--- src/rtl/irq_controller.sv ---
// Interrupt controller: captures rising edges of the source lines into a pending register,
// masks them, and serves the highest-priority source through a req/ack/done handshake.
module irq_controller #(
  parameter int WIDTH = 8,
  parameter int ID_W  = $clog2(WIDTH)
) (
  input  logic             clk,
  input  logic             reset,
  input  logic [WIDTH-1:0] src,
  input  logic             mask_we,
  input  logic [WIDTH-1:0] mask_in,
  output logic [WIDTH-1:0] mask,
  output logic [WIDTH-1:0] pending,
  output logic             irq,
  output logic [ID_W-1:0]  irq_id,
  input  logic             irq_ack,
  input  logic             irq_done,
  output logic             busy
);

  typedef enum logic [1:0] {IDLE, REQ, SERVICE} state_t;

  state_t           state;
  state_t           state_next;
  logic [WIDTH-1:0] src_d;
  logic [WIDTH-1:0] rise;
  logic [WIDTH-1:0] clr;
  logic [WIDTH-1:0] active;
  logic [ID_W-1:0]  winner;
  logic             ack_take;
  logic             load_id;

  assign rise     = src & ~src_d;
  assign active   = pending & mask;
  assign ack_take = (state == REQ) && irq_ack;
  assign clr      = ack_take ? (WIDTH'(1) << irq_id) : '0;

  // Ascending scan so the highest set index is the last assignment and wins.
  always_comb begin
    winner = '0;
    for (int i = 0; i < WIDTH; i++) begin
      if (active[i]) winner = ID_W'(i);
    end
  end

  always_comb begin
    state_next = state;
    load_id    = 1'b0;
    case (state)
      IDLE: begin
        if (|active) begin
          state_next = REQ;
          load_id    = 1'b1;
        end
      end
      REQ:     if (irq_ack)  state_next = SERVICE;
      SERVICE: if (irq_done) state_next = IDLE;
      default: state_next = IDLE;
    endcase
  end

  always_ff @(posedge clk) begin
    if (reset) state <= IDLE;
    else       state <= state_next;
  end

  // src_d resets to all ones so a line already high at reset release is not an event.
  always_ff @(posedge clk) begin
    if (reset) begin
      src_d   <= '1;
      pending <= '0;
      mask    <= '0;
      irq_id  <= '0;
    end else begin
      src_d   <= src;
      pending <= (pending & ~clr) | rise;
      if (mask_we) mask <= mask_in;
      if (load_id) irq_id <= winner;
    end
  end

  assign irq  = (state == REQ);
  assign busy = (state == SERVICE);

endmodule
--- config.mk ---
export PLATFORM = sky130hd
export DESIGN_NAME = irq_controller
export DESIGN_NICKNAME = d
export VERILOG_FILES = /design/src/rtl/irq_controller.sv
export SDC_FILE = /design/constraint.sdc
export NUM_CORES = 1
export LEC_CHECK = 0
export ABC_AREA = 1
export BUFFER_PORTS_ARGS = -buffer_cell sky130_fd_sc_hd__buf_4
export CAP_MARGIN = 20
export CORE_ASPECT_RATIO = 0.9
export CORE_MARGIN = 3
export CORE_UTILIZATION = 48
export DETAILED_ROUTE_END_ITERATION = 12
export PLACE_DENSITY = 0.78
export SYNTH_ARGS = -nofsm -noshare
export SYNTH_HDL_FRONTEND = slang
export SYNTH_SLANG_ARGS = --single-unit
--- constraint.sdc ---
create_clock -name clk -period 1.14 [get_ports clk]
set_input_delay 0.114 -clock clk [delete_from_list [all_inputs] [get_ports clk]]
set_output_delay 0.114 -clock clk [all_outputs]
set_load 0.02 [all_outputs]
==> flow_summary.toml, run 1 <==
[detailed_routing]
vias = 1257
viasPerCell = 5.03
wirelength_mm = 3.55
firstDrtPassIters = 4
drt_iter0_markers = 72
ant_nets = 0
wire_per_inst_microns = 14.2
drc = 0

[critical_path]
r2r-end = "irq_id[0]"
cp-end-kind = "output pin"
r2r_cells = 5
arrival_ps = 1040
r2r_slack_ps = -10
r2r_start = "state[1]"
critPathLaunchType = "register"
crit_fanout = 4
critPathRequiredTime_ps = 1030
setup.worst_path.class = "reg2out"

[logic_synthesis]
ys_top_cells_by_count = "dfxtp_1 (29), nand2_1 (28), nor2_1 (22), inv_1 (18), a21oi_1 (10)"
synth_area_leaders = "dfxtp_1 (49%), nand2_1 (8.9%), nor2_1 (7.0%)"
synth_cell_types = 18
synthArstFlopShare_pct = 0
yosys.area.top_type_share_pct = 49.4
syn_avg_cell_area_sq_um = 7.78
synth_cells = 151
synthFlopType = "dfxtp_1"
synthMostInstantiatedCell = "dfxtp_1"
yosys_warnings = 0
syn_area_sq_mm = 0.00117
synth_edf_count = 0
syn_nets = 172
ys_ff_latch = 29
yosys.area.top_type = "dfxtp_1"
synth_seq_area_share_pct = 49.4

[global_route]
grt_use_total_pct = 22.5
grt_pass1_wl_mm = 5.13
antenna_found_initial = 0
grt-ovfl-total = 0
grt_max_degree = 12
grt_pass1_vias = 1170

[layout]
multi_input_area_sq_um = 537
nNetsFinal = 244
diodes = 0
final_cell_count_no_fill = 250
fin_area_sq_mm = 0.00187
syn_to_final_growth_pct = 59.2
drive_gt1_share_pct = 43.9
nFillCells = 141
seq_area_sq_um = 599

[power_and_ir_drop]
p_int_w = 0.00178
power.density_mw_per_mm2 = 1310
clockPowerShare_pct = 32.3
ir_worst_vdd_uv = 1500
power.leakage_nw = 0.909
p_comb_share_pct = 21.0
p_sw_w = 0.000675
pwr-share-seq_pct = 46.7
swShare_pct = 27.5

[placement]
dpl.cell_count = 221
dp_hpwl_mm = 2.21
pre_cts_ws_ps = 51.1
place_congestion = 0.787
io_buffers = 41
place_area_sq_mm = 0.00154

[clock_network]
htree_num_levels = 2
path_clk_slew_ps = 90
numCtsBuffers = 5
cts-root-buf = "clkbuf_4"
insertion_delay_ps = 330
tritoncts = "done"
clockBufferDepth = 2
cts_num_sinks = 29

[floorplan]
die_x_microns = 58.2
io_pins = 42
die-area_sq_mm = 0.00308
initial_core_util_pct = 52.4
core_area_sq_mm = 0.00224
die_h_microns = 52.9
rows = 16

[timing]
finalCritPeriodShare_pct = 102
slew_headroom_pct = 74.9
rsz0062_at_grt = "yes"
worst_pin_slew_ps = 372
hold_ws_ps = 7.66
fmax_mhz = 863
hold_viol = 0
slew_violations = 0
clock_skew_ps = 10.8
setup_violations = 3
min_period_ps = 1160
finalWorstSetupSlack_ps = -18.5
setup_tns_ps = -32.6

[run_status]
violations = "setup timing"
status = "finished with violations"

[hold_path]
hold_path_depth = 3
hp-start = "mask_in[1]"
hold_path.class = "in2reg"
worstHoldEndpoint = "mask[1]"

[job]
cap_violations = 0
-- placed cells by master, fill, tap and decap left out, drive strengths merged --
cell / n
a21oi: 11
a31o: 1
buf: 50
bufinv: 1
clkbuf: 5
clkinv: 2
dfxtp: 29
dlygate4sd3: 17
inv: 18
nand2: 36
nand3: 2
nor2: 25
o21ai: 9
o31ai: 9
or2: 8
-- worst max-delay path: stages (launching register included) --
cell and delay, ps:
dfxtp_4 400, inv_2 50, nor2_2 130, buf_6 130
-- repair_timing --
action,CTS,global route
endpoints found under the hold margin,9,2
endpoints found under the setup margin,3,6
pin swaps,0,3
resized for setup,4,21
setup buffers,1,4
hold buffers,9,8
-- worst max path at each step --
stage                           from  slack (ps)  depth (start not counted)         end
final                       state[0]         -20                          3         irq
after global routing        state[0]         -70                          3         irq
after CTS                   state[1]          -3                          3        busy
after detailed placement  pending[4]          50                          7   irq_id[0]
after global placement    pending[3]          80                          7   irq_id[1]
after floorplan            irq_id[2]          60                          3  pending[7]
-- through the flow --
step,total power [W],utilization [%]
3_5_place_dp,0.00158,68.6
3_3_place_gp,0.00157,68.6
5_1_grt,0.00259,83.4
4_1_cts,0.00239,76.5
2_1_floorplan,0.00138,-
6_report,0.00245,83.4
-- final cells by class --
type	count	area share, %
flip-flops and latches	29	32.0
repair buffers	67	29.8
multi-input cells	101	28.7
inverters	19	3.81
clock buffers	5	2.01
clock inverters	2	1.87
well taps	27	1.81
-- power groups by stage --
stage,sequential (W),clock [W],combinational [W]
final,0.00115,0.000793,0.000515
after global routing,0.00116,0.000874,0.000558
after CTS,0.00114,0.000804,0.000452
after detailed placement,0.00116,0,0.000421
after global placement,0.00115,0,0.000412
after floorplan,0.00120,0,0.000178
-- kinds of logic (layout without fill, tap and decap cells) --
kind of cell | after synthesis | count (layout) | share of synthesized area, %
simple gates | 71 | 71 | 28.4
flops | 29 | 29 | 49.4
buf+inv | 21 | 93 | 6.81
compound gates | 30 | 30 | 15.3
-- flip-flops by register name, indices dropped and copies added, names as in the netlist --
| signal | cells |
|---|---|
| pending | 8 |
| irq_id | 3 |
| src_d | 8 |
| state | 2 |
| mask | 8 |
-- metal layers --
| metal | track usage, % | share of wire [%] | vias up |
|---|---|---|---|
| met5 | 0 | 0 | - |
| met4 | 10.0 | 2.0 | 0 |
| met3 | 7.80 | 7.4 | 9 |
| met2 | 36.5 | 48 | 60 |
| met1 | 26.9 | 43 | 567 |
| li1 | - | - | 621 |
No activity file was read; power rests on OpenSTA's default activity.
==> inputs of run 2 (changes only) <==
Settings changed: SKIP_CTS_REPAIR_TIMING set to 1.
==> run 2 against run 1 <==
  * The flow still finishes with violations (setup timing)
  * Register-to-register slack barely moved
  * Largest power group unchanged
  * Wire length fell by 5.5%
  * Highest routed layer unchanged
  * First-iteration DRC count rose by 6.9%
  * Sequential cell count did not move
  * Sequential share of layout area rose by 0.44 points
  * Worst hold slack improved by 0.71 ps
  * Clock skew rose by 3.2 ps
  * Sequential power barely moved
  * Clock power rose by 0.8%
==> flow_summary.toml, run 2 (synthesis results as in run 1) <==
[hold_path]
hp-start = "mask_in[1]"
hold_path.class = "in2reg"
hold_path_depth = 3
worstHoldEndpoint = "mask[1]"

[power_and_ir_drop]
swShare_pct = 27.6
p_int_w = 0.00177
p_sw_w = 0.000674
power.density_mw_per_mm2 = 1320
ir_worst_vdd_uv = 1400
pwr-share-seq_pct = 46.8
clockPowerShare_pct = 32.7
p_comb_share_pct = 20.6
power.leakage_nw = 0.904
total_power_w = 0.00245

[global_route]
grt-ovfl-total = 0
grt_use_total_pct = 21.0
antenna_found_initial = 0
grt_pass1_wl_mm = 4.78
grt_max_degree = 12
grt_pass1_vias = 1132

[critical_path]
cp-end-kind = "register"
r2r_cells = 5
r2r-end = "irq_id[0]"
r2r_start = "state[1]"
cpPeakStageDelay_ps = 380
crit_fanout = 4
setup.worst_path.class = "reg2reg"
cp_slowest_cell = "dfxtp_4"
critical_path.most_common_cell = "nor2_1"
critPathLaunchType = "register"
r2r_slack_ps = -10
critPathRequiredTime_ps = 1370
crit_path_cell_trace = "buf_4, nor2_2, nand3_1, nor2_1, nor2_1"
arrival_ps = 1380

[layout]
mostFrequentLayoutCells = "buf_4 (49), nand2_1 (25), nor2_1 (20)"
fin_util_pct = 82.5
largestRegisters = "mask (8), pending (8), src_d (8)"
syn_to_final_growth_pct = 57.4
diodes = 0
final_cell_count_no_fill = 248
nFillCells = 151
nNetsFinal = 242
drive_gt1_share_pct = 44.8
final_common_cell = "buf_4"

[timing]
rsz0062_at_grt = "yes"
finalWorstSetupSlack_ps = -13.4
slew_violations = 0
slew_headroom_pct = 82.4
setup_tns_ps = -24.4
fmax_mhz = 867
min_period_ps = 1150
setup_violations = 2
clock_skew_ps = 14.0
finalCritPeriodShare_pct = 101
worst_pin_slew_ps = 261
hold_viol = 0

[clock_network]
numCtsBuffers = 5
path_clk_slew_ps = 90
insertion_delay_ps = 330
clockBufferDepth = 2
cts-root-buf = "clkbuf_4"
tritoncts = "done"
cts_num_sinks = 29
htree_num_levels = 2

[run_status]
status = "finished with violations"
violations = "setup timing"

[detailed_routing]
vias = 1211
drt_iter0_markers = 77
firstDrtPassIters = 4
viasPerCell = 4.88
wirelength_mm = 3.35
wire_per_inst_microns = 13.5
drc = 0
ant_nets = 0

[placement]
dp_hpwl_mm = 2.21
pre_cts_ws_ps = 51.1
io_buffers = 41
place_congestion = 0.787
dpl.cell_count = 221

[job]
cap_violations = 0

[floorplan]
rows = 16
die-area_sq_mm = 0.00308
die_h_microns = 52.9
core_area_sq_mm = 0.00224
die_x_microns = 58.2
io_pins = 42
initial_core_util_pct = 52.4
## run 2: cell count changes in the layout (fill, tap and decap cells not counted), sizes merged
cell,previous run,this run
dlygate4sd3,17,13
buf,50,52
## run 2: how the worst max path moves through the flow
stage / startpoint / end / slack (ps)
floorplan: irq_id[2] / pending[7] / 60
global placement: pending[3] / irq_id[1] / 80
detailed placement: pending[4] / irq_id[0] / 50
CTS: state[1] / busy / -90
global route: state[0] / irq / -60
finish: state[1] / irq_id[0] / -10
## run 2: per-stage QoR
step           cell area, sq um  hold slack [ps]
6_report                   1850             8.37
3_5_place_dp               1540              298
4_1_cts                    1610            -55.2
2_1_floorplan              1170              206
3_3_place_gp               1540              291
5_1_grt                    1850             15.9
## run 2: layer usage
layer / track usage [%] / up-vias / part of all wire [%]
met5: 0 / - / 0
met4: 10.8 / 0 / 1.9
met3: 7.56 / 7 / 5.8
met2: 33.5 / 43 / 49
met1: 24.9 / 541 / 44
li1: - / 620 / -
## run 2: worst max-delay path, delay by kind of cell, from the launching register on
kind	cells	cell delay (ps)
buf+inv	1	140
flops	1	380
simple gates	4	520
## run 2: layout make-up
class	instances	area (sq um)	area share (%)
Sequential cell	29	601	32.5
Multi-Input combinational cell	101	537	29.0
Timing Repair Buffer	65	532	28.8
Inverter	19	73.8	3.99
Clock buffer	5	37.5	2.03
Clock inverter	2	35.0	1.89
Tap cell	27	33.8	1.83
## run 2: power groups by stage
stage          clock network (W)  registers (W)  logic [W]
2_1_floorplan                  0        0.00120   0.000178
3_3_place_gp                   0        0.00115   0.000412
3_5_place_dp                   0        0.00116   0.000421
4_1_cts                 0.000805        0.00113   0.000424
5_1_grt                 0.000866        0.00115   0.000548
6_report                0.000799        0.00114   0.000503
